`src/rtl/sample_frame_router_if.sv`:
```
// Sample path bus between the synthesis engine, the router and the codec/display side.
interface sample_frame_router_if #(
  parameter int SAMPLE_WIDTH = 16,
  parameter int NUM_CH       = 2,
  parameter int DEPTH        = 8,
  parameter int CODEC_WIDTH  = 24
);
  logic [NUM_CH*SAMPLE_WIDTH-1:0] sample_in;
  logic                           sample_valid;
  logic                           ready;
  logic                           new_frame;
  logic [1:0]                     mode;
  logic [2:0]                     atten;
  logic [CODEC_WIDTH-1:0]         hphone_l;
  logic [CODEC_WIDTH-1:0]         hphone_r;
  logic [SAMPLE_WIDTH-1:0]        disp_sample;
  logic                           disp_valid;
  logic [$clog2(DEPTH):0]         level;
  logic [7:0]                     underflow_cnt;
  logic [7:0]                     overflow_cnt;

  // Producer / codec side (drives frames and pop requests)
  modport master (
    output sample_in, sample_valid, new_frame, mode, atten,
    input  ready, hphone_l, hphone_r, disp_sample, disp_valid, level,
           underflow_cnt, overflow_cnt
  );

  // Router side
  modport slave (
    input  sample_in, sample_valid, new_frame, mode, atten,
    output ready, hphone_l, hphone_r, disp_sample, disp_valid, level,
           underflow_cnt, overflow_cnt
  );
endinterface

```
`src/rtl/sample_frame_router.sv`:
```
// Frame FIFO between synth engine and codec: routes each popped frame to
// L/R codec words (mono/stereo/mix/mute + attenuation) and a display tap.
module sample_frame_router #(
  parameter int SAMPLE_WIDTH = 16,
  parameter int NUM_CH       = 2,
  parameter int DEPTH        = 8,
  parameter int CODEC_WIDTH  = 24
) (
  input logic                clk_100,
  input logic                reset,
  sample_frame_router_if.slave bus
);
  localparam int AW  = $clog2(DEPTH);
  localparam int CW  = $clog2(NUM_CH);
  localparam int SW  = SAMPLE_WIDTH + CW;
  localparam int CH1 = (NUM_CH > 1) ? 1 : 0;  // stereo falls back to ch0 on mono frames

  logic [NUM_CH-1:0][SAMPLE_WIDTH-1:0] mem [DEPTH];
  logic [AW-1:0] wr_ptr, rd_ptr;
  logic [AW:0]   lvl;
  logic          full, empty, push, pop;

  logic [NUM_CH-1:0][SAMPLE_WIDTH-1:0] head;
  logic signed [SAMPLE_WIDTH-1:0] ch0, ch1, ch_s, avg, rt_l, rt_r, att_l, att_r;
  logic signed [SW-1:0]           sum, avg_full;
  logic [CODEC_WIDTH-1:0]         word_l, word_r;

  assign full  = (lvl == (AW+1)'(DEPTH));
  assign empty = (lvl == '0);
  // A pop in the same cycle frees a slot, so a full FIFO can still take a push.
  assign bus.ready = !full || bus.new_frame;
  assign push  = bus.sample_valid && bus.ready;
  assign pop   = bus.new_frame && !empty;
  assign bus.level = lvl;

  assign head = mem[rd_ptr];
  assign ch0  = head[0];
  assign ch1  = head[CH1];

  // Channel average: widen so the sum cannot overflow, floor-shift back down.
  always_comb begin
    sum  = '0;
    ch_s = '0;
    for (int k = 0; k < NUM_CH; k++) begin
      ch_s = head[k];
      sum  = sum + SW'(ch_s);
    end
    avg_full = sum >>> CW;
    avg      = avg_full[SAMPLE_WIDTH-1:0];
  end

  // Channel routing, attenuation and left-justified codec packing.
  always_comb begin
    rt_l = '0;
    rt_r = '0;
    case (bus.mode)
      2'd0:    begin rt_l = ch0; rt_r = ch0; end
      2'd1:    begin rt_l = ch0; rt_r = ch1; end
      2'd2:    begin rt_l = avg; rt_r = avg; end
      default: begin rt_l = '0;  rt_r = '0;  end
    endcase
    att_l  = rt_l >>> bus.atten;
    att_r  = rt_r >>> bus.atten;
    word_l = '0;
    word_r = '0;
    word_l[CODEC_WIDTH-1 -: SAMPLE_WIDTH] = att_l;
    word_r[CODEC_WIDTH-1 -: SAMPLE_WIDTH] = att_r;
  end

  // Frame storage; contents need no reset since the pointers/level discard them.
  always_ff @(posedge clk_100) begin
    if (push) mem[wr_ptr] <= bus.sample_in;
  end

  // Pointers, level, registered outputs and saturating event counters.
  always_ff @(posedge clk_100) begin
    if (reset) begin
      wr_ptr            <= '0;
      rd_ptr            <= '0;
      lvl               <= '0;
      bus.hphone_l      <= '0;
      bus.hphone_r      <= '0;
      bus.disp_sample   <= '0;
      bus.disp_valid    <= 1'b0;
      bus.underflow_cnt <= '0;
      bus.overflow_cnt  <= '0;
    end else begin
      if (push) wr_ptr <= wr_ptr + 1'b1;
      if (pop) begin
        rd_ptr          <= rd_ptr + 1'b1;
        bus.hphone_l    <= word_l;
        bus.hphone_r    <= word_r;
        bus.disp_sample <= avg;
      end
      bus.disp_valid <= pop;
      case ({push, pop})
        2'b10:   lvl <= lvl + 1'b1;
        2'b01:   lvl <= lvl - 1'b1;
        default: lvl <= lvl;
      endcase
      if (bus.new_frame && empty && bus.underflow_cnt != 8'hFF)
        bus.underflow_cnt <= bus.underflow_cnt + 1'b1;
      if (bus.sample_valid && !bus.ready && bus.overflow_cnt != 8'hFF)
        bus.overflow_cnt <= bus.overflow_cnt + 1'b1;
    end
  end
endmodule

```
`src/flat_wrapper.sv`:
```
// flat-port wrapper written by rule: the top's interface ports become plain ports
module sample_frame_router_flat 
#(
  parameter int SAMPLE_WIDTH = 16,
  parameter int NUM_CH       = 2,
  parameter int DEPTH        = 8,
  parameter int CODEC_WIDTH  = 24
)
  (clk_100, reset, bus_sample_in, bus_sample_valid, bus_new_frame, bus_mode, bus_atten, bus_ready, bus_hphone_l, bus_hphone_r, bus_disp_sample, bus_disp_valid, bus_level, bus_underflow_cnt, bus_overflow_cnt);
  sample_frame_router_if #(.SAMPLE_WIDTH(SAMPLE_WIDTH), .NUM_CH(NUM_CH), .DEPTH(DEPTH), .CODEC_WIDTH(CODEC_WIDTH)) bus_i ();
  input logic clk_100;
  input logic reset;
  input wire logic [$bits(bus_i.sample_in)-1:0] bus_sample_in;
  input wire logic [$bits(bus_i.sample_valid)-1:0] bus_sample_valid;
  input wire logic [$bits(bus_i.new_frame)-1:0] bus_new_frame;
  input wire logic [$bits(bus_i.mode)-1:0] bus_mode;
  input wire logic [$bits(bus_i.atten)-1:0] bus_atten;
  output wire logic [$bits(bus_i.ready)-1:0] bus_ready;
  output wire logic [$bits(bus_i.hphone_l)-1:0] bus_hphone_l;
  output wire logic [$bits(bus_i.hphone_r)-1:0] bus_hphone_r;
  output wire logic [$bits(bus_i.disp_sample)-1:0] bus_disp_sample;
  output wire logic [$bits(bus_i.disp_valid)-1:0] bus_disp_valid;
  output wire logic [$bits(bus_i.level)-1:0] bus_level;
  output wire logic [$bits(bus_i.underflow_cnt)-1:0] bus_underflow_cnt;
  output wire logic [$bits(bus_i.overflow_cnt)-1:0] bus_overflow_cnt;
  assign bus_i.sample_in = bus_sample_in;
  assign bus_i.sample_valid = bus_sample_valid;
  assign bus_i.new_frame = bus_new_frame;
  assign bus_i.mode = bus_mode;
  assign bus_i.atten = bus_atten;
  assign bus_ready = bus_i.ready;
  assign bus_hphone_l = bus_i.hphone_l;
  assign bus_hphone_r = bus_i.hphone_r;
  assign bus_disp_sample = bus_i.disp_sample;
  assign bus_disp_valid = bus_i.disp_valid;
  assign bus_level = bus_i.level;
  assign bus_underflow_cnt = bus_i.underflow_cnt;
  assign bus_overflow_cnt = bus_i.overflow_cnt;
  sample_frame_router #(.SAMPLE_WIDTH(SAMPLE_WIDTH), .NUM_CH(NUM_CH), .DEPTH(DEPTH), .CODEC_WIDTH(CODEC_WIDTH)) u_core (.clk_100(clk_100), .reset(reset), .bus(bus_i));
endmodule
```
`config.mk`:
```
export PLATFORM = sky130hd
export DESIGN_NAME = sample_frame_router_flat
export DESIGN_NICKNAME = d
export VERILOG_FILES = /design/src/rtl/sample_frame_router_if.sv /design/src/rtl/sample_frame_router.sv /design/src/flat_wrapper.sv
export SDC_FILE = /design/constraint.sdc
export NUM_CORES = 1
export LEC_CHECK = 0
export ABC_AREA = 1
export CAP_MARGIN = 30
export CORE_UTILIZATION = 40
export CTS_BUF_LIST = sky130_fd_sc_hd__clkbuf_8
export CTS_CLUSTER_SIZE = 14
export DETAILED_ROUTE_END_ITERATION = 16
export REMOVE_ABC_BUFFERS = 1
export SYNTH_ARGS = -nofsm -noshare
export SYNTH_HDL_FRONTEND = slang
export SYNTH_SLANG_ARGS = --single-unit
```
`constraint.sdc`:
```
create_clock -name clk_100 -period 3.6 [get_ports clk_100]
set_input_delay 1.08 -clock clk_100 [delete_from_list [all_inputs] [get_ports clk_100]]
set_output_delay 1.08 -clock clk_100 [all_outputs]
set_load 0.05 [all_outputs]
```
==> impl_results.md <==
* Status: finished, final reports clean
* Total grt overflow at 0
* Most frequent cell after synthesis: nand2_1
* DP HPWL at between 20 and 25 mm
* Synth warn at 0
* Die W at roughly 200 µm
* CTS Buf Count at 55
* Synthesized instance count at approximately 1,600
* Top FF cell, synth: edfxtp_1
* Vias in the first global route at about 11,000
* Yosys cell types at 48
* Register area share after synthesis at 60.44%
* Final Hold Violating Endpoints at 0
* Static Leak at a little over 7 nW
* Avg WL per Cell at about 17 µm
* Reg2reg path depth at 19
* Worst setup slack after placement at 82.26 ps
* GRT Util Overall at around a fifth
* Synthesized area per cell at about 10 µm²
* Synth top area share at roughly 50%
* GP Congestion at 0.8601
* Synth Register Bits at between 300 and 400
* Tcrit/Tclk final at 92.77%
* Initial Utilization at approximately 40%
* Post-synth EDFFs at around 260
* Crit path max fanout at 17
* Top cells by count, synth: nand2_1 (296), edfxtp_1 (256), nor2_1 (196)
* Arrival @ worst endpoint at approximately 3800 ps
* IO Port Bufs at 110
* Reg2reg end: u_core.bus.hphone_r[17]
* Worst Setup End Kind: register
* Largest net degree at the start of global routing at 66
* DRC at 0
* Nets at 1,769
* CP required at between 4000 and 5000 ps
* Final setup fails at 0
* Max frequency at 0.2994 GHz
* FFs w/ async S/R, synth at 0%
* Iteration-0 DRC count of the detailed router at around 730
* Worst Slack Setup Final at between 200 and 300 ps
* Row cnt at 71
* Chip height at between 150 and 200 µm
* DR vias/cell at about 5.1
* Hold WC Path Type: register to register
* Max-cap violations at 0
* Core Region at 0.03767 mm²
* Worst setup path category: register to register
* Maximum root-to-sink buffer count at 3
* Vias post-DR at around 12,000
* Area delta synth->final at 20.55%
* Largest area contributor in the netlist: edfxtp_1
* Die area at a little under 0.04 mm²
* Worst setup endpoint: u_core.bus.hphone_r[17]
* First-pass GRT wire length at ~60 mm
* Share of layout cells above drive strength 1 at about a tenth
* Synth area leaders: edfxtp_1 (50%), dfxtp_1 (10%), nand2_1 (7.3%)
* Clock Sinks at 334
* Ports at ~130
* CTS clk-pin slew, worst paths at ~60 ps
* Critical path launch point type: register
* Worst VDD drop at 0.3288 mV
* Routed WL at roughly 39 mm
* Setup TNS at 0 ps
* CTS H-tree depth at 2
* Setup Skew at 36.14 ps
* Final ANT Viol Nets at 0
* Rel. slew slack at 63.58%
* Root buffer cell: clkbuf_8
* # diodes at 0
* Final Critical Period at ~3300 ps
* Final Max Slew Viols at 0
* Number of hold buffers added after CTS at 0
* Skew-Pair Late Insertion Delay at between 600 and 700 ps
* DRT Pass-1 Iters at 5
* Power Dens Cells at roughly 830 mW/mm²
* Antenna violations before repair at 1
* Post-Syn Area at between 0.015 and 0.02 mm²
* R2r setup slk at roughly 260 ps
* Worst slew pin tran at 544.5 ps
* CTS tree: yes
==> routing by layer <==
metal | GRT usage (%) | routed length (µm) | up-vias
met5 | 0 | 13 | -
met4 | 5.914 | 737 | 2
met3 | 3.176 | 2006 | 57
met2 | 33.40 | 18200 | 312
met1 | 25.91 | 17730 | 5494
li1 | - | - | 5715
==> cell families after synthesis <==
group | share of synthesized area [%]
other | 0.02450
adders and majority gates | 2.060
xor gates and xnor gates | 0.5069
and+or+nand+nor | 18.14
DFF | 60.44
buffers and inverters | 5.878
AOI/OAI and AO/OA | 12.95
==> final cells by class <==
type | instances | area (µm²)
Clock inverter | 45 | 274.0
Clock buffer | 57 | 784.5
Multi-Input combinational cell | 1049 | 5360
Inverter | 108 | 407.9
Tap cell | 511 | 639.4
Fill cell | 3519 | 19220
Timing Repair Buffer | 156 | 1728
Sequential cell | 334 | 9254
==> sequential cells by signal, summed over array words and instances (netlist names), named ones only <==
signal	cells
u_core.bus.level	4
u_core.bus.hphone_r	16
u_core.bus.disp_valid	1
u_core.rd_ptr	3
u_core.mem	256
u_core.bus.disp_sample	16
u_core.bus.overflow_cnt	8
u_core.bus.underflow_cnt	8
u_core.bus.hphone_l	16
u_core.wr_ptr	3
==> what timing repair did <==
| item | 4_1_cts | 5_1_grt |
|---|---|---|
| endpoints found under the hold margin | 0 | 0 |
| buffers inserted | 0 | 0 |
| endpoints found under the setup margin | 0 | 27 |
| gates resized for setup | 0 | 23 |
==> report_power, final <==
group / switching [mW] / total, mW / internal, mW
combinational: 4.86 / 7.39 / 2.54
sequential: 0.204 / 4.72 / 4.52
clock: 1.49 / 3.18 / 1.69
==> cell usage in the layout (no fill, tap or decap), types with 8 or more instances in the layout <==
| master | n |
|---|---|
| o22ai_1 | 42 |
| nor2_4 | 8 |
| dfxtp_1 | 76 |
| nor2_1 | 187 |
| nor3_1 | 9 |
| edfxtp_1 | 256 |
| a21boi_1 | 8 |
| o211ai_1 | 14 |
| clkinv_1 | 16 |
| a21oi_1 | 58 |
| clkbuf_8 | 57 |
| buf_12 | 15 |
| buf_4 | 26 |
| nand2_2 | 17 |
| o21ai_0 | 160 |
| inv_1 | 122 |
| o221ai_1 | 13 |
| nand2_1 | 291 |
| o21a_1 | 17 |
| nand3_1 | 120 |
| conb_1 | 16 |
| ha_1 | 17 |
| clkdlybuf4s50_1 | 109 |
| nand3_2 | 11 |
==> worst min path at each step <==
stage                  endpoint  slack (ps)        startpoint  depth (start not counted)
2_1_floorplan          register         420  u_core.rd_ptr[2]                          1
3_5_place_dp           register         450  u_core.rd_ptr[2]                          1
3_3_place_gp   u_core.rd_ptr[2]         430  u_core.rd_ptr[2]                          1
6_report       u_core.rd_ptr[2]         450  u_core.rd_ptr[2]                          1
5_1_grt        u_core.rd_ptr[2]         470  u_core.rd_ptr[2]                          1
4_1_cts        u_core.rd_ptr[2]         450  u_core.rd_ptr[2]                          1
==> worst max-delay path, cell delays in order, from the launching register on <==
cell and delay, ps:
dfxtp_4 440, buf_16 180, buf_4 170, o21ai_0 80, o22ai_1 160, nand2_1 80, nand2_1 200, ha_1 330
nand2_1 150, inv_1 60, a21oi_1 210, o21ai_0 130, a21oi_1 190, nand3b_1 130, nand3_2 130, nand3_1 100
nand3_1 100, nand2_1 90, a21boi_1 170, a21oi_2 70
==> stage by stage <==
step / hold WS (ps) / cell area (µm²) / utilization [%] / total power, mW / cells
floorplan: 416.6 / 14870 / - / 9.515 / 1491
global placement: 428.1 / 17200 / 45.68 / 11.78 / 2155
detailed placement: 452.1 / 17200 / 45.68 / 11.88 / 2155
CTS: 447.1 / 18260 / 48.49 / 15.09 / 2257
global route: 469.4 / 18450 / 48.98 / 16.33 / 2260
finish: 447.7 / 18450 / 48.98 / 15.30 / 2260
(Power assumes the default switching activity.)
